## src/rtl/adc_log_pkg.sv

```systemverilog
// Shared FSM state type, parameter defaults and sizing helper for the ADC sample logger.
package adc_log_pkg;

  localparam int DEF_DATA_W   = 12;
  localparam int DEF_NUM_CH   = 4;
  localparam int DEF_CH_W     = 5;
  localparam int DEF_AVG_LOG2 = 3;
  localparam int DEF_DEPTH    = 256;
  localparam int DEF_LED_W    = 8;

  typedef enum logic [1:0] {
    ST_IDLE = 2'd0,
    ST_RUN  = 2'd1,
    ST_FULL = 2'd2
  } log_state_e;

  // A channel index needs at least one bit even when only one channel exists.
  function automatic int idx_width(input int n);
    return (n > 1) ? $clog2(n) : 1;
  endfunction

endpackage

```

## src/rtl/adc_ch_avg.sv

```systemverilog
// Per-channel boxcar averager: sums 2^AVG_LOG2 accepted samples and emits their truncated mean.
module adc_ch_avg
  import adc_log_pkg::*;
#(
  parameter int DATA_W   = DEF_DATA_W,
  parameter int AVG_LOG2 = DEF_AVG_LOG2
) (
  input  logic              clk_i,
  input  logic              rst_ni,
  input  logic              clear_i,
  input  logic              en_i,
  input  logic              valid_i,
  input  logic [DATA_W-1:0] sample_i,
  output logic              res_valid_o,
  output logic [DATA_W-1:0] res_o
);

  localparam int ACC_W = DATA_W + AVG_LOG2;
  localparam int CNT_W = (AVG_LOG2 > 0) ? AVG_LOG2 : 1;
  localparam logic [CNT_W-1:0] CNT_LAST = CNT_W'((1 << AVG_LOG2) - 1);

  logic [ACC_W-1:0] acc_q, acc_d;
  logic [CNT_W-1:0] cnt_q, cnt_d;
  logic [ACC_W-1:0] sum;

  // Disabling the channel throws away any partial average so it can never be written.
  always_comb begin
    sum         = acc_q + ACC_W'(sample_i);
    acc_d       = acc_q;
    cnt_d       = cnt_q;
    res_valid_o = 1'b0;
    if (clear_i || !en_i) begin
      acc_d = '0;
      cnt_d = '0;
    end else if (valid_i) begin
      if (cnt_q == CNT_LAST) begin
        acc_d       = '0;
        cnt_d       = '0;
        res_valid_o = 1'b1;
      end else begin
        acc_d = sum;
        cnt_d = cnt_q + CNT_W'(1);
      end
    end
  end

  assign res_o = DATA_W'(sum >> AVG_LOG2);

  always_ff @(posedge clk_i or negedge rst_ni) begin
    if (!rst_ni) begin
      acc_q <= '0;
      cnt_q <= '0;
    end else begin
      acc_q <= acc_d;
      cnt_q <= cnt_d;
    end
  end

endmodule

```

## src/rtl/adc_sample_logger.sv

```systemverilog
// Averages per-channel ADC samples and streams {channel, mean} records into a log RAM,
// either circularly or stopping when the RAM is full.
module adc_sample_logger
  import adc_log_pkg::*;
#(
  parameter int DATA_W   = DEF_DATA_W,
  parameter int NUM_CH   = DEF_NUM_CH,
  parameter int CH_W     = DEF_CH_W,
  parameter int AVG_LOG2 = DEF_AVG_LOG2,
  parameter int DEPTH    = DEF_DEPTH,
  parameter int LED_W    = DEF_LED_W,
  localparam int ADDR_W  = $clog2(DEPTH),
  localparam int CI_W    = idx_width(NUM_CH)
) (
  input  logic                   clk,
  input  logic                   rst,
  input  logic                   adc_valid,
  input  logic [CH_W-1:0]        adc_channel,
  input  logic [DATA_W-1:0]      adc_data,
  input  logic [NUM_CH-1:0]      ch_en,
  input  logic                   start,
  input  logic                   clear,
  input  logic                   wrap_en,
  input  logic [CI_W-1:0]        led_sel,
  output logic [ADDR_W-1:0]      ram_addr,
  output logic [CI_W+DATA_W-1:0] ram_wdata,
  output logic                   ram_wren,
  output logic [LED_W-1:0]       led_dout,
  output logic                   busy,
  output logic                   full,
  output logic                   wrapped
);

  localparam logic [ADDR_W-1:0] ADDR_LAST = ADDR_W'(DEPTH - 1);

  log_state_e state_q, state_d;

  logic [ADDR_W-1:0]      addr_q, addr_d;
  logic [CI_W+DATA_W-1:0] wdata_q, wdata_d;
  logic                   pend_q, pend_d;
  logic                   wrapped_q, wrapped_d;
  logic [LED_W-1:0]       led_q, led_d;
  logic [DATA_W-1:0]      last_q [NUM_CH];
  logic [DATA_W-1:0]      last_d [NUM_CH];

  logic                   run_ok;
  logic                   wr_fire;
  logic [NUM_CH-1:0]      ch_hit;
  logic [NUM_CH-1:0]      res_valid;
  logic [DATA_W-1:0]      res [NUM_CH];

  always_ff @(posedge clk or negedge rst) begin
    if (!rst) begin
      state_q <= ST_IDLE;
    end else begin
      state_q <= state_d;
    end
  end

  always_comb begin
    state_d = state_q;
    if (clear) begin
      state_d = ST_IDLE;
    end else begin
      case (state_q)
        ST_IDLE: if (start) state_d = ST_RUN;
        ST_RUN:  if (wr_fire && (addr_q == ADDR_LAST) && !wrap_en) state_d = ST_FULL;
        ST_FULL: state_d = ST_FULL;
        default: state_d = ST_IDLE;
      endcase
    end
  end

  // A write registered last cycle is dropped if we are no longer running or clear arrives now.
  always_comb begin
    busy    = (state_q == ST_RUN);
    full    = (state_q == ST_FULL);
    run_ok  = (state_q == ST_RUN) && !clear;
    wr_fire = pend_q && run_ok;
  end

  always_comb begin
    for (int i = 0; i < NUM_CH; i++) begin
      ch_hit[i] = run_ok && adc_valid && (int'(adc_channel) == i) && ch_en[i];
    end
  end

  for (genvar g = 0; g < NUM_CH; g++) begin : g_ch
    adc_ch_avg #(
      .DATA_W   (DATA_W),
      .AVG_LOG2 (AVG_LOG2)
    ) u_avg (
      .clk_i       (clk),
      .rst_ni      (rst),
      .clear_i     (clear),
      .en_i        (ch_en[g]),
      .valid_i     (ch_hit[g]),
      .sample_i    (adc_data),
      .res_valid_o (res_valid[g]),
      .res_o       (res[g])
    );
  end

  // Only one sample arrives per cycle, so at most one channel can complete an average.
  always_comb begin
    pend_d  = 1'b0;
    wdata_d = wdata_q;
    for (int i = 0; i < NUM_CH; i++) begin
      if (res_valid[i]) begin
        pend_d  = 1'b1;
        wdata_d = {CI_W'(i), res[i]};
      end
    end
  end

  always_comb begin
    addr_d    = addr_q;
    wrapped_d = wrapped_q;
    if (clear) begin
      addr_d    = '0;
      wrapped_d = 1'b0;
    end else if (wr_fire) begin
      if (addr_q == ADDR_LAST) begin
        if (wrap_en) begin
          addr_d    = '0;
          wrapped_d = 1'b1;
        end
      end else begin
        addr_d = addr_q + ADDR_W'(1);
      end
    end
  end

  // The LED view follows the last-result table including the write landing this cycle.
  always_comb begin
    for (int i = 0; i < NUM_CH; i++) begin
      last_d[i] = last_q[i];
      if (wr_fire && (int'(wdata_q[CI_W+DATA_W-1:DATA_W]) == i)) begin
        last_d[i] = wdata_q[DATA_W-1:0];
      end
    end
    led_d = '0;
    for (int i = 0; i < NUM_CH; i++) begin
      if (int'(led_sel) == i) begin
        led_d = last_d[i][DATA_W-1 -: LED_W];
      end
    end
  end

  always_ff @(posedge clk or negedge rst) begin
    if (!rst) begin
      addr_q    <= '0;
      wdata_q   <= '0;
      pend_q    <= 1'b0;
      wrapped_q <= 1'b0;
      led_q     <= '0;
      for (int i = 0; i < NUM_CH; i++) begin
        last_q[i] <= '0;
      end
    end else begin
      addr_q    <= addr_d;
      wdata_q   <= wdata_d;
      pend_q    <= pend_d;
      wrapped_q <= wrapped_d;
      led_q     <= led_d;
      for (int i = 0; i < NUM_CH; i++) begin
        last_q[i] <= last_d[i];
      end
    end
  end

  assign ram_addr  = addr_q;
  assign ram_wdata = wdata_q;
  assign ram_wren  = wr_fire;
  assign led_dout  = led_q;
  assign wrapped   = wrapped_q;

endmodule

```

## config.mk

```make
export PLATFORM = sky130hd
export DESIGN_NAME = adc_sample_logger
export DESIGN_NICKNAME = d
export VERILOG_FILES = /design/src/rtl/adc_log_pkg.sv /design/src/rtl/adc_ch_avg.sv /design/src/rtl/adc_sample_logger.sv
export SDC_FILE = /design/constraint.sdc
export NUM_CORES = 1
export LEC_CHECK = 0
export CAP_MARGIN = 20
export CORE_ASPECT_RATIO = 1.25
export CORE_MARGIN = 2
export CORE_UTILIZATION = 60
export CTS_BUF_LIST = sky130_fd_sc_hd__clkbuf_4 sky130_fd_sc_hd__clkbuf_8 sky130_fd_sc_hd__clkbuf_16
export DETAILED_ROUTE_END_ITERATION = 8
export GPL_TIMING_DRIVEN = 0
export PLACE_DENSITY = 0.87
export SLEW_MARGIN = 20
export SYNTH_ARGS = -nofsm -noshare
export SYNTH_HDL_FRONTEND = slang
export SYNTH_HIERARCHICAL = 1
export SYNTH_SLANG_ARGS = --single-unit
export TNS_END_PERCENT = 100
```

## constraint.sdc

```tcl
create_clock -name clk -period 6.21 [get_ports clk]
set_input_delay 0.621 -clock clk [delete_from_list [all_inputs] [get_ports clk]]
set_output_delay 0.621 -clock clk [all_outputs]
set_load 0.02 [all_outputs]
```

==> flow_summary.toml <==
[flow_run]
drv_cap = 0

[global_routing]
grt.total_usage_pct = 30.41
grt_pass1_vias = 7834
grt_max_degree = 92
grt_overflow_total = 0
antenna_found_initial = 0
grt_pass1_wl_um = 38530

[synth]
yosysTopAreaCell = "dfrtp_1"
ys_warn_count = 6
synth_top_area_share_pct = 37.73
synth.area.top_cells = "dfrtp_1 38%, ha_1 8.3%, nand2_1 4.3%"
syn_avg_cell_area_um2 = 9.426
synth_cells = 971
netlist_area_um2 = 9153
yosysMostFrequentCell = "dfrtp_1"
syn_nets = 1065
async_flop_share_pct = 100.0
synth-seq-cells = 138
seq_area_frac_synth_pct = 37.73
synth-main-ff-cell = "dfrtp_1"
synth_edf_count = 0
synth_common_cells = "138 x dfrtp_1, 104 x nand2_1, 74 x o21ai_0"
synth.distinct_cells = 74

[floorplan]
die_area_um2 = 16260
rows = 50
io_pins = 63
initial_core_util_pct = 61.21
die_y_um = 142.1
dieWidth_um = 114.5
coreArea_um2 = 14950

[clock_tree]
cts_tree = "done"
htreeDepth = 4
clock-sinks = 138
clk_pin_slew_ns = 0.06
numCtsBuffers = 17
ctsHoldBuffers = 0
clk_latency_ns = 0.43
cts_setup_buffers = 0
ctsResizeCount = 0
clk_path_buf_depth = 2
cts_root_buffer = "clkbuf_16"

[drt]
route.detailed.drc = 0
wirelength_um = 23730
firstDrtPassIters = 5
wire_per_inst_um = 19.05
routed_via_density = 6.412
ant_nets = 0
initialDrtViolationCount = 710
via_count = 7989

[setup_path]
timing.rr.start = "state_q[1]"
cp.arrival_ns = 5.05
cp-end-kind = "flop"
required_ns = 6.50
crit_path_max_fanout = 12
worstSetupStartpoint = "clear"
r2r_cells = 12
critical_path.endpoint = "ram_wdata[8]"
cp-start-kind = "input pin"
regToRegSetupSlack_ns = 2.51
critPathKind = "input pin to flop"
reg2reg_to = "ram_wdata[8]"

[timing]
slew_violations = 0
skew_ns = 0.007766
final-setup-viol-count = 0
finalCritPeriodShare_pct = 76.61
hold_viol_final = 0
worst_pin_slew_ns = 0.9567
fmax_mhz = 210.2
worst_hold_slack_ns = 0.09017
maxSlewHeadroom_pct = 35.63
rsz0062_at_grt = "no"
period_needed_ns = 4.757
finalSetupTns_ns = 0

[layout]
final_nets = 1146
fin_area_um2 = 10620
area_growth_pct = 16.01
fillers = 1104
drive_above_1_share_pct = 8.835
seq_area_um2 = 3453
fin_util_pct = 71.01
multi_input_area_um2 = 5375
insertedDiodeCount = 0

[power_and_ir_drop]
power_mw = 2.179
peakVddDrop_mv = 0.1834
power_leakage_nw = 4.809
power.density_nw_per_um2 = 205.2

[place]
hpwl_um = 16850
place_congestion = 0.9465
portBuffers = 61
place_area_um2 = 10020

[worst_hold_path]
hold_path.class = "input pin to asynchronous set/reset pin"

[status]
outcome = "complete, no violations"
[flip-flops by register name, indices dropped and copies added (netlist names)]
register,count
g_ch.u_avg/acc_q,60
last_q,32
ram_wdata,14
g_ch.u_avg/cnt_q,12
led_dout,8
ram_addr,8
state_q,2
pend_q,1
wrapped,1
[cell usage in the layout (no fill, tap or decap), types with 5 or more instances in the layout]
cell type | Yosys | layout
clkdlybuf4s50_1 | 0 | 60
and2_1 | 8 | 8
o21a_1 | 10 | 10
o31a_1 | 6 | 6
clkbuf_16 | 0 | 17
xor2_1 | 20 | 20
a21oi_2 | 6 | 6
ha_1 | 61 | 61
nor2b_1 | 16 | 16
inv_1 | 38 | 38
a31oi_1 | 9 | 9
o21ai_0 | 74 | 74
mux2i_1 | 36 | 36
nor3_1 | 10 | 10
xnor2_1 | 19 | 19
a32o_1 | 6 | 6
a221oi_1 | 7 | 7
o31ai_1 | 9 | 9
nand2_1 | 104 | 104
nor2_1 | 54 | 54
dfrtp_1 | 138 | 138
and3_1 | 15 | 15
or3_1 | 6 | 6
nand4_1 | 12 | 12
clkbuf_1 | 34 | 34
and4_1 | 5 | 5
a21oi_1 | 54 | 54
nand3_1 | 18 | 18
a22o_1 | 24 | 24
o32ai_1 | 7 | 7
a21o_1 | 24 | 24
mux2_2 | 24 | 24
or4_1 | 5 | 5
o211ai_1 | 7 | 7
nand2b_1 | 18 | 18
inv_6 | 0 | 7
[critical path, cell delays in order]
cell and delay, ns:
clkdlybuf4s50_1 0.76, clkbuf_1 0.34, inv_1 0.15, clkbuf_1 0.38, nand4_1 0.37, nor3b_1 0.27
clkbuf_1 0.29, and3_1 0.27, clkbuf_1 0.33, buf_2 0.38, mux2i_1 0.38, o21ai_0 0.21
mux2i_1 0.18, o21ai_0 0.09
[cells by family (layout without fill, tap and decap cells)]
family / Yosys count / in the layout / synth area share, %
adders and majority gates: 65 / 65 / 9.214
DFF: 138 / 138 / 37.73
and+or+nand+nor: 294 / 294 / 16.16
AOI/OAI and AO/OA: 292 / 292 / 22.26
buffers and inverters: 81 / 174 / 3.609
muxes: 62 / 62 / 7.300
xor gates and xnor gates: 39 / 39 / 3.732
[per-stage QoR]
step                      instances  worst slack (ns)
after floorplan                 971             3.161
after global placement         1214            -1.022
after detailed placement       1215             1.206
after CTS                      1246             1.608
after global routing           1246             1.210
final                          1246             1.453
[power breakdown]
part           switching [mW]  total (mW)  internal, mW
clock network           0.424        1.02         0.599
registers             0.00712       0.918         0.911
logic                   0.148       0.238        0.0903
[layout make-up]
cell class | instances | area share (%)
Timing Repair Buffer | 62 | 6.057
Inverter | 38 | 1.343
Sequential cell | 138 | 32.52
Clock inverter | 14 | 1.532
Multi-Input combinational cell | 752 | 50.62
Tap cell | 182 | 2.145
Clock buffer | 17 | 4.007
Buffer | 43 | 1.768
[metal layers]
| layer | share of wire, % | global-route usage (%) | up-vias |
|---|---|---|---|
| li1 | - | - | 3750 |
| met2 | 50 | 52.54 | 315 |
| met4 | 4.6 | 14.96 | 0 |
| met3 | 6.1 | 6.261 | 70 |
| met1 | 39 | 35.76 | 3854 |
| met5 | 0 | 0 | - |
[worst min-delay path by stage]
stage                                  from  cells after the start                      end
floorplan                               rst                      0   g_ch[0].u_avg/acc_q[0]
global placement                 last_q[40]                      2               last_q[40]
detailed placement  g_ch[0].u_avg/acc_q[10]                      2  g_ch[0].u_avg/acc_q[10]
CTS                                     rst                      1              ram_addr[2]
global route                            rst                      1              ram_addr[2]
finish                                  rst                      1              ram_addr[2]
Note: power is estimated with default switching activity, not from simulation.
